<file path="config.mk">
export PLATFORM = sky130hd
export DESIGN_NAME = ins_fetch
export DESIGN_NICKNAME = d
export VERILOG_FILES = /design/src/rtl/ins_fetch_pkg.sv /design/src/rtl/ins_fetch_queue.sv /design/src/rtl/ins_fetch.sv
export SDC_FILE = /design/constraint.sdc
export NUM_CORES = 1
export LEC_CHECK = 0
export CAP_MARGIN = 40
export CORE_UTILIZATION = 30
export CTS_CLUSTER_SIZE = 8
export DETAILED_ROUTE_END_ITERATION = 12
export GPL_TIMING_DRIVEN = 0
export PLACE_DENSITY_LB_ADDON = 0.25
export SLEW_MARGIN = 20
export SYNTH_ARGS = -nofsm -noshare
export SYNTH_HDL_FRONTEND = slang
export SYNTH_SLANG_ARGS = --single-unit
</file>
<file path="constraint.sdc">
create_clock -name clk -period 4.4 [get_ports clk]
set_input_delay 0.88 -clock clk [delete_from_list [all_inputs] [get_ports clk]]
set_output_delay 0.88 -clock clk [all_outputs]
set_load 0.05 [all_outputs]
</file>
<file path="src/rtl/ins_fetch_pkg.sv">
// Shared widths, state encoding and queue entry type for the instruction fetch stage.
// Also holds the PC legality rule used at the start of every word.
package ins_fetch_pkg;

    localparam int ADDR_W        = 10;
    localparam int PC_W          = 64;
    localparam int INS_W         = 32;
    localparam int BYTES_PER_INS = 4;
    localparam int DEPTH         = 2;
    localparam int IDX_W         = $clog2(BYTES_PER_INS);

    typedef enum logic [1:0] {
        ST_FETCH = 2'd0,
        ST_HOLD  = 2'd1,
        ST_FAULT = 2'd2
    } fetch_state_e;

    typedef struct packed {
        logic [INS_W-1:0] data;
        logic [PC_W-1:0]  pc;
    } ins_entry_t;

    // A PC is usable only if word aligned and inside the program memory.
    function automatic logic pc_is_bad(input logic [PC_W-1:0] pc);
        return (pc[1:0] != 2'b00) || (pc[PC_W-1:ADDR_W] != '0);
    endfunction

endpackage

</file>
<file path="src/rtl/ins_fetch_queue.sv">
// DEPTH-entry in-order FIFO of {word, pc}; flush wins over push and pop.
// Head reads as zero while empty; a push into an empty queue shows up next cycle.
module ins_fetch_queue
    import ins_fetch_pkg::*;
(
    input  logic       clk,
    input  logic       rstN,
    input  logic       push,
    input  ins_entry_t push_entry,
    input  logic       pop,
    input  logic       flush,
    output ins_entry_t head,
    output logic       valid,
    output logic       full
);

    localparam int PTR_W = (DEPTH > 1) ? $clog2(DEPTH) : 1;
    localparam int CNT_W = $clog2(DEPTH + 1);

    ins_entry_t       entries_q [DEPTH];
    ins_entry_t       entries_d [DEPTH];
    logic [PTR_W-1:0] rd_ptr_q, rd_ptr_d;
    logic [PTR_W-1:0] wr_ptr_q, wr_ptr_d;
    logic [CNT_W-1:0] cnt_q, cnt_d;
    logic             do_pop;
    logic             do_push;

    function automatic logic [PTR_W-1:0] ptr_inc(input logic [PTR_W-1:0] p);
        return (p == PTR_W'(DEPTH - 1)) ? '0 : p + 1'b1;
    endfunction

    assign do_pop  = pop && (cnt_q != '0);
    assign do_push = push && ((cnt_q != CNT_W'(DEPTH)) || do_pop);

    always_comb begin
        entries_d = entries_q;
        rd_ptr_d  = rd_ptr_q;
        wr_ptr_d  = wr_ptr_q;
        cnt_d     = cnt_q;
        if (flush) begin
            rd_ptr_d = '0;
            wr_ptr_d = '0;
            cnt_d    = '0;
        end else begin
            if (do_push) begin
                entries_d[wr_ptr_q] = push_entry;
                wr_ptr_d            = ptr_inc(wr_ptr_q);
            end
            if (do_pop) begin
                rd_ptr_d = ptr_inc(rd_ptr_q);
            end
            case ({do_push, do_pop})
                2'b10:   cnt_d = cnt_q + 1'b1;
                2'b01:   cnt_d = cnt_q - 1'b1;
                default: cnt_d = cnt_q;
            endcase
        end
    end

    always_ff @(posedge clk or negedge rstN) begin
        if (!rstN) begin
            for (int i = 0; i < DEPTH; i++) begin
                entries_q[i] <= '0;
            end
            rd_ptr_q <= '0;
            wr_ptr_q <= '0;
            cnt_q    <= '0;
        end else begin
            entries_q <= entries_d;
            rd_ptr_q  <= rd_ptr_d;
            wr_ptr_q  <= wr_ptr_d;
            cnt_q     <= cnt_d;
        end
    end

    assign valid = (cnt_q != '0);
    assign full  = (cnt_q == CNT_W'(DEPTH));
    assign head  = valid ? entries_q[rd_ptr_q] : '0;

endmodule

</file>
<file path="src/rtl/ins_fetch.sv">
// Instruction fetch: one byte per cycle from program memory, assembled into
// little-endian 32-bit words tagged with their PC and queued for decode.
module ins_fetch
    import ins_fetch_pkg::*;
(
    input  logic              clk,
    input  logic              rstN,
    output logic [ADDR_W-1:0] raddr,
    input  logic [7:0]        rdata,
    input  logic              halt,
    input  logic              redirect,
    input  logic [PC_W-1:0]   redirectPc,
    output logic              insValid,
    input  logic              insReady,
    output logic [INS_W-1:0]  insData,
    output logic [PC_W-1:0]   insPc,
    output logic              isSingleNote,
    output logic              fetchFault,
    output fetch_state_e      dbgState
);

    fetch_state_e     state_q, state_d;
    logic [PC_W-1:0]  pc_q, pc_d;
    logic [IDX_W-1:0] byte_idx_q, byte_idx_d;
    logic [INS_W-1:0] asm_q, asm_d;
    logic             push;
    ins_entry_t       push_entry;
    ins_entry_t       head;
    logic             q_valid;
    logic             q_full;
    logic             pop;
    logic             space;

    // Handshake: a word transfers on a rising edge where insValid && insReady,
    // except during a redirect cycle, which discards the whole queue instead.
    assign pop   = q_valid && insReady && !redirect;
    assign space = !q_full || pop;

    always_comb begin
        state_d    = state_q;
        pc_d       = pc_q;
        byte_idx_d = byte_idx_q;
        asm_d      = asm_q;
        push       = 1'b0;
        push_entry = '0;
        if (redirect) begin
            state_d    = ST_FETCH;
            pc_d       = redirectPc;
            byte_idx_d = '0;
            asm_d      = '0;
        end else if (!halt) begin
            case (state_q)
                ST_FETCH: begin
                    if (byte_idx_q == '0 && pc_is_bad(pc_q)) begin
                        state_d = ST_FAULT;
                    end else begin
                        asm_d[{byte_idx_q, 3'b000} +: 8] = rdata;
                        if (byte_idx_q == IDX_W'(BYTES_PER_INS - 1)) begin
                            if (space) begin
                                push            = 1'b1;
                                push_entry.data = asm_d;
                                push_entry.pc   = pc_q;
                                pc_d            = pc_q + PC_W'(BYTES_PER_INS);
                                byte_idx_d      = '0;
                            end else begin
                                // Keep byte_idx at 3 so raddr stays on the last byte.
                                state_d = ST_HOLD;
                            end
                        end else begin
                            byte_idx_d = byte_idx_q + 1'b1;
                        end
                    end
                end
                ST_HOLD: begin
                    if (space) begin
                        push            = 1'b1;
                        push_entry.data = asm_q;
                        push_entry.pc   = pc_q;
                        pc_d            = pc_q + PC_W'(BYTES_PER_INS);
                        byte_idx_d      = '0;
                        state_d         = ST_FETCH;
                    end
                end
                ST_FAULT: begin
                    state_d = ST_FAULT;
                end
                default: begin
                    state_d = ST_FETCH;
                end
            endcase
        end
    end

    always_ff @(posedge clk or negedge rstN) begin
        if (!rstN) begin
            state_q    <= ST_FETCH;
            pc_q       <= '0;
            byte_idx_q <= '0;
            asm_q      <= '0;
        end else begin
            state_q    <= state_d;
            pc_q       <= pc_d;
            byte_idx_q <= byte_idx_d;
            asm_q      <= asm_d;
        end
    end

    ins_fetch_queue u_queue (
        .clk        (clk),
        .rstN       (rstN),
        .push       (push),
        .push_entry (push_entry),
        .pop        (pop),
        .flush      (redirect),
        .head       (head),
        .valid      (q_valid),
        .full       (q_full)
    );

    assign raddr        = pc_q[ADDR_W-1:0] + ADDR_W'(byte_idx_q);
    assign insValid     = q_valid;
    assign insData      = head.data;
    assign insPc        = head.pc;
    assign isSingleNote = q_valid && (head.data[30:23] == 8'h00);
    assign fetchFault   = (state_q == ST_FAULT);
    assign dbgState     = state_q;

endmodule

</file>
== After elaboration in Yosys (flattened, before gate mapping) ==
Index checks and enable logic that the tools add are counted.
Storage, ports and cells
  flip-flop bits (word level): 296
  input port bits: 77
  output and inout port bits: 111
  logic and storage cells: 121
Operators by class
  add/subtract/negate cells: 8
  $lt $le $gt $ge: 3
  equality and inequality tests: 14
  shift-type cells: 2
  mux-type cells: 52
  bitwise logic cells: 3
  reduce and logical (&&, ||, !) cells: 28
Operators with widths (number)
  2-to-1 mux 96 bit: 11
  2-to-1 mux 64 bit: 5
  bitwise mux 192 bit: 1
  one-hot mux 96 bit (2 select lines): 1
  2-to-1 mux 32 bit: 4
  one-hot mux 64 bit (2 select lines): 1
  demux 96 bit (select 1 bit): 1
  adder 64 x 3 -> 64 bit (second input constant): 1
  nonzero test 54 bit: 1
  bitwise mux 32 bit: 1
  variable shift 8 x 7 -> 32 bit (first input constant): 1
  variable part select 8 x 7 -> 32 bit: 1
  2-to-1 mux 2 bit: 12
  2-to-1 mux 1 bit: 11
  adder 10 x 2 -> 10 bit: 1
  nonzero test 2 bit: 5
  != test 3 bit (second input constant): 3
  == test 2 bit (second input constant): 4
  logical NOT 8 bit: 1
  != test 4 bit (second input constant): 2
  one-hot mux 2 bit (2 select lines): 2
  AND reduction 4 bit: 2
  logical AND 1 bit: 7
  negation 5 -> 7 bit: 1
  18 further kinds: 30

== Depth between registers and ports, before layout ==
  depth in word-level cells: 14
  depth in mapped cells: 10

== Modules after synthesis ==
A second synthesis with hierarchy kept.
Second synthesis, totals
  cells, all modules: 1391
  area total of the unflattened synthesis: 15577.4 um^2
Modules (own cells, without submodules)
  ins_fetch_queue: instances 1, cells an instance 648, area an instance 8866.0 um^2, sequential area each 4904.7 um^2
  ins_fetch: instances 1, cells an instance 743, area an instance 6711.4 um^2, sequential area each 2502.4 um^2

== Worst setup path before layout ==
Ideal clock, no wire load.
  path kind: flip-flop to output port
  from: register u_queue.rd_ptr_q
  to: output isSingleNote
  data arrival time: 2.906 ns
  data required time: 3.520 ns
  setup slack: 0.614 ns
  stages on the path, launching flop included: 7
  buffers on the path: 1
  cells stage by stage: dfrtp_1 -> clkbuf_1 -> mux2i_1 -> nor2_1 -> nor4_1 -> nand3_1 -> nor4_1
Between the ends
  cells in the longest elaborated chain, start to end: 7
RTL lines
  from (decl): line ins_fetch_queue.sv:22  | logic [PTR_W-1:0] rd_ptr_q, rd_ptr_d;
  from (signal assigned): line ins_fetch_queue.sv:70  | rd_ptr_q <= rd_ptr_d;
  NOT 1 -> 2 bit (implied by the code): line ins_fetch_queue.sv:78  | assign head = valid ? entries_q[rd_ptr_q] : '0;
  2-to-1 mux 96 bit (implied by the code) (3 in series): line ins_fetch_queue.sv:78
  2-to-1 mux 96 bit: line ins_fetch_queue.sv:78
  via insData[26]: line ins_fetch.sv:15  | output logic [INS_W-1:0] insData,
  logical NOT 8 bit: line ins_fetch.sv:124  | assign isSingleNote = q_valid && (head.data[30:23] == 8'h00);
  logical AND 1 bit: line ins_fetch.sv:124
  to (decl): line ins_fetch.sv:17  | output logic isSingleNote,
The timed path passes the listed nets, and every way through them passes these cells. The select of a mux whose other input is x is not followed.

== Final worst setup path ==
  from: register u_queue.rd_ptr_q
  to: output isSingleNote
Between the ends
  cells in the longest elaborated chain, start to end: 7
RTL lines (line)
  NOT 1 -> 2 bit (implied by the code): ins_fetch_queue.sv:78
  2-to-1 mux 96 bit (implied by the code) (3 in series): ins_fetch_queue.sv:78
  2-to-1 mux 96 bit: ins_fetch_queue.sv:78
  logical NOT 8 bit: ins_fetch.sv:124
  logical AND 1 bit: ins_fetch.sv:124
Every way passes these cells. The select of a mux whose other input is x is not followed.

==> metrics.csv <==
stage;metric;value;unit
logic_synthesis;syn-instance-count;1544;
logic_synthesis;synth_top_cell_by_area;sky130_fd_sc_hd__dfrtp_1;
pwr;leakage;7.73;nW
clock_tree;worstSkewPairLatency;0.54;ns
setup_path;cp_slowest_stage_delay;0.89;ns
cells_and_area;drive_gt1_frac;0.106;
setup_path;critical_path.startpoint_type;register;
clock_tree;post-cts-setup-buffers;0;
placed_design;placed_cells;2397;
clock_tree;hold_bufs_inserted_after_cts;0;
global_route;grt_overflow;0;
logic_synthesis;asyncSetResetFlopFracSynth;1.00;
logic_synthesis;synth_sequential_area_ratio;0.497;
timing;finalWorstPathRequiredPeriod;4.20;ns
die;top_level_ports;188;
clock_tree;post_cts.resized_instances;8;
clock_tree;cts_inserted_buffers;42;
setup_path;path_cells;clkbuf_1, buf_2, mux2i_1, nand3_1, nor4_1, clkdlybuf4s50_1;
pwr;totalPowerFinal;6.20;mW
logic_synthesis;syn_area_per_cell;9.65;um2
drt;detailedRoute.firstPassIterationCount;5;
cells_and_area;final-instance-count-excl-fill;2441;
logic_synthesis;synthFlopType;sky130_fd_sc_hd__dfrtp_1;
timing;unrepaired_setup_endpoints_after_global_routing;no;
setup_path;worst_ep_required_time;3.52;ns
logic_synthesis;synth_enable_flop_cells;0;
timing;finalSetupViolations;0;
hold_path;hp-class;input pin to asynchronous set/reset pin;
global_route;antenna_found_initial;1;
drt;drc;0;
setup_path;slowest_cell_on_the_critical_path;sky130_fd_sc_hd__clkdlybuf4s50_1;
logic_synthesis;synth_most_common_cell;sky130_fd_sc_hd__nand2_1;
timing;timing_worst_slew_pin_value;0.849;ns
cells_and_area;finalCoreUtilization;0.384;
clock_tree;clkSlewWorstSetupHoldPaths;0.05;ns
status;outcome;finished clean;
die;floorplan.rows;81;
drt;drt-vias-per-instance;5.09;
placed_design;place.gp.congestion;0.861;
die;die-width;225;um
setup_path;end_kind;output port;
clock_tree;cts.path.max_buffers;3;
die;chipHeight;225;um
cells_and_area;multi_input_comb_area;0.00681;mm2
logic_synthesis;synth.distinct_cells;61;
die;design.core.area;0.0490;mm2
timing;min_period_over_period;0.955;
placed_design;placement.cell_area;0.0177;mm2
timing;report.final.slew_viol_count;0;
die;dieArea;0.0505;mm2
cells_and_area;seq_area;0.00741;mm2
logic_synthesis;synth-seq-cells;296;
logic_synthesis;post_synth_instance_area;0.0149;mm2
global_route;grt_use_total;0.195;
clock_tree;cts_sinks;296;
clock_tree;cts_max_level;2;
setup_path;gate_family_responsible_for_the_most_delay_along_the_worst_path;buffers and inverters;
logic_synthesis;synth_area_leaders;sky130_fd_sc_hd__dfrtp_1, sky130_fd_sc_hd__nand2_1, sky130_fd_sc_hd__mux2i_1;
logic_synthesis;synth_warnings;0;
setup_path;worstPathMaxFanout;10;
timing;hold_slack;0.285;ns
timing;fin_skew;0.0244;ns
cells_and_area;finish.net_count;1864;
cells_and_area;layout-area-overhead-vs-synth;26.1;%
drt;post_drt_wl_per_cell;20.1;um
pwr;pwr_density_cell;330;mW/mm2
drt;vias;12400;
timing;hold_violations;0;
logic_synthesis;synth_commonest_cells;sky130_fd_sc_hd__nand2_1, sky130_fd_sc_hd__dfrtp_1, sky130_fd_sc_hd__nor2_1, sky130_fd_sc_hd__mux2i_1, sky130_fd_sc_hd__mux2_2;
clock_tree;clockRootBuffer;sky130_fd_sc_hd__clkbuf_16;
global_route;grt_pass1_wl;75000;um
setup_path;path_class;register to output port;
cells_and_area;insertedDiodeCount;0;
cells_and_area;final.fill_count;4925;
drt;drt-total-wl;49000;um
setup_path;cp_data_arrival_time;3.32;ns
placed_design;dp_hpwl;35700;um
drt;drt_iter0_markers;921;
logic_synthesis;synth_largest_type_area_fraction;0.497;
logic_synthesis;mappedNetlistNets;1631;
setup_path;cp_num_buf_inv;3;
global_route;number_of_global_route_vias_before_repair;12500;
drt;ant_nets;0;
clock_tree;tritoncts;yes;
pwr;power.ir.vdd_worst;0.000200;V
job;max-cap-violations;0;
timing;maxClockFrequency;0.238;GHz
timing;max_slew_margin;0.434;
die;initial_utilization;0.304;
placed_design;place.port_buffers;186;
global_route;pin_count_of_the_biggest_net_entering_global_routing;93;
cells_and_area;finalInstanceArea;0.0188;mm2
-- per-stage QoR --
| step | TNS [ns] | setup slack [ns] |
|---|---|---|
| after detailed placement | 0 | 0.204 |
| after global placement | -3115.68 | -10.55 |
| after CTS | 0 | 0.0648 |
| final | 0 | 0.197 |
| after global routing | 0 | 0.0230 |
| after floorplan | 0 | 0.614 |
-- report_power, final --
part | total (mW) | internal (mW) | switching [mW]
registers | 2.88 | 2.79 | 0.0904
clock network | 2.85 | 1.70 | 1.14
logic | 0.468 | 0.181 | 0.287
total | 6.20 | 4.68 | 1.52
-- cell usage in the layout, fill, tap and decap left out, drive strengths merged, types with 47 or more instances in the layout --
master           n
o21ai           92
mux2i          100
dfrtp          296
nand2          306
mux2            73
clkdlybuf4s50  185
inv             47
nor2           146
buf             48
clkbuf         111
-- path summary, 6_finish.rpt --
kind	slack (ns)	start	depth (start not counted)	to
setup / recovery	0.20	u_queue.rd_ptr_q	6	isSingleNote
hold / removal	0.28	rstN	1	u_queue.entries_q[181]
setup reg to reg	0.53	pc_q[10]	10	u_queue.entries_q[48]
hold reg to reg	0.47	u_queue.entries_q[51]	2	u_queue.entries_q[51]
max in group asynchronous	2.96	rstN	3	pc_q[57]
min in group clk	0.47	u_queue.entries_q[51]	2	u_queue.entries_q[51]
-- cell families (layout without fill, tap and decap cells) --
group	after synthesis	count (layout)	share of synthesized area
compound gates	210	210	0.0926
xor+xnor	67	67	0.0394
fa+ha+maj	10	10	0.00890
buf+inv	158	391	0.0455
flops	296	296	0.497
mux	173	173	0.122
simple gates	630	630	0.194
-- registers in the layout (all words and copies together) (netlist names) --
register	cells
asm_q	32
byte_idx_q	2
dbgState	2
pc_q	64
u_queue.cnt_q	2
u_queue.entries_q	192
u_queue.rd_ptr_q	1
u_queue.wr_ptr_q	1
-- final cells by class --
cell class	instances	area share
Timing Repair Buffer	190	0.104
Clock inverter	1	0.000466
Multi-Input combinational cell	1090	0.363
Inverter	46	0.00919
Tap cell	664	0.0442
Sequential cell	296	0.394
Buffer	111	0.0274
Clock buffer	43	0.0573
-- metal layers --
layer,up-vias,share of wire,GRT usage
li1,5752,-,-
met1,6203,0.45,0.265
met2,410,0.47,0.318
met3,66,0.060,0.0340
met4,2,0.021,0.0557
met5,-,0.0011,0.00880
Power figures use the tool's default switching activity.
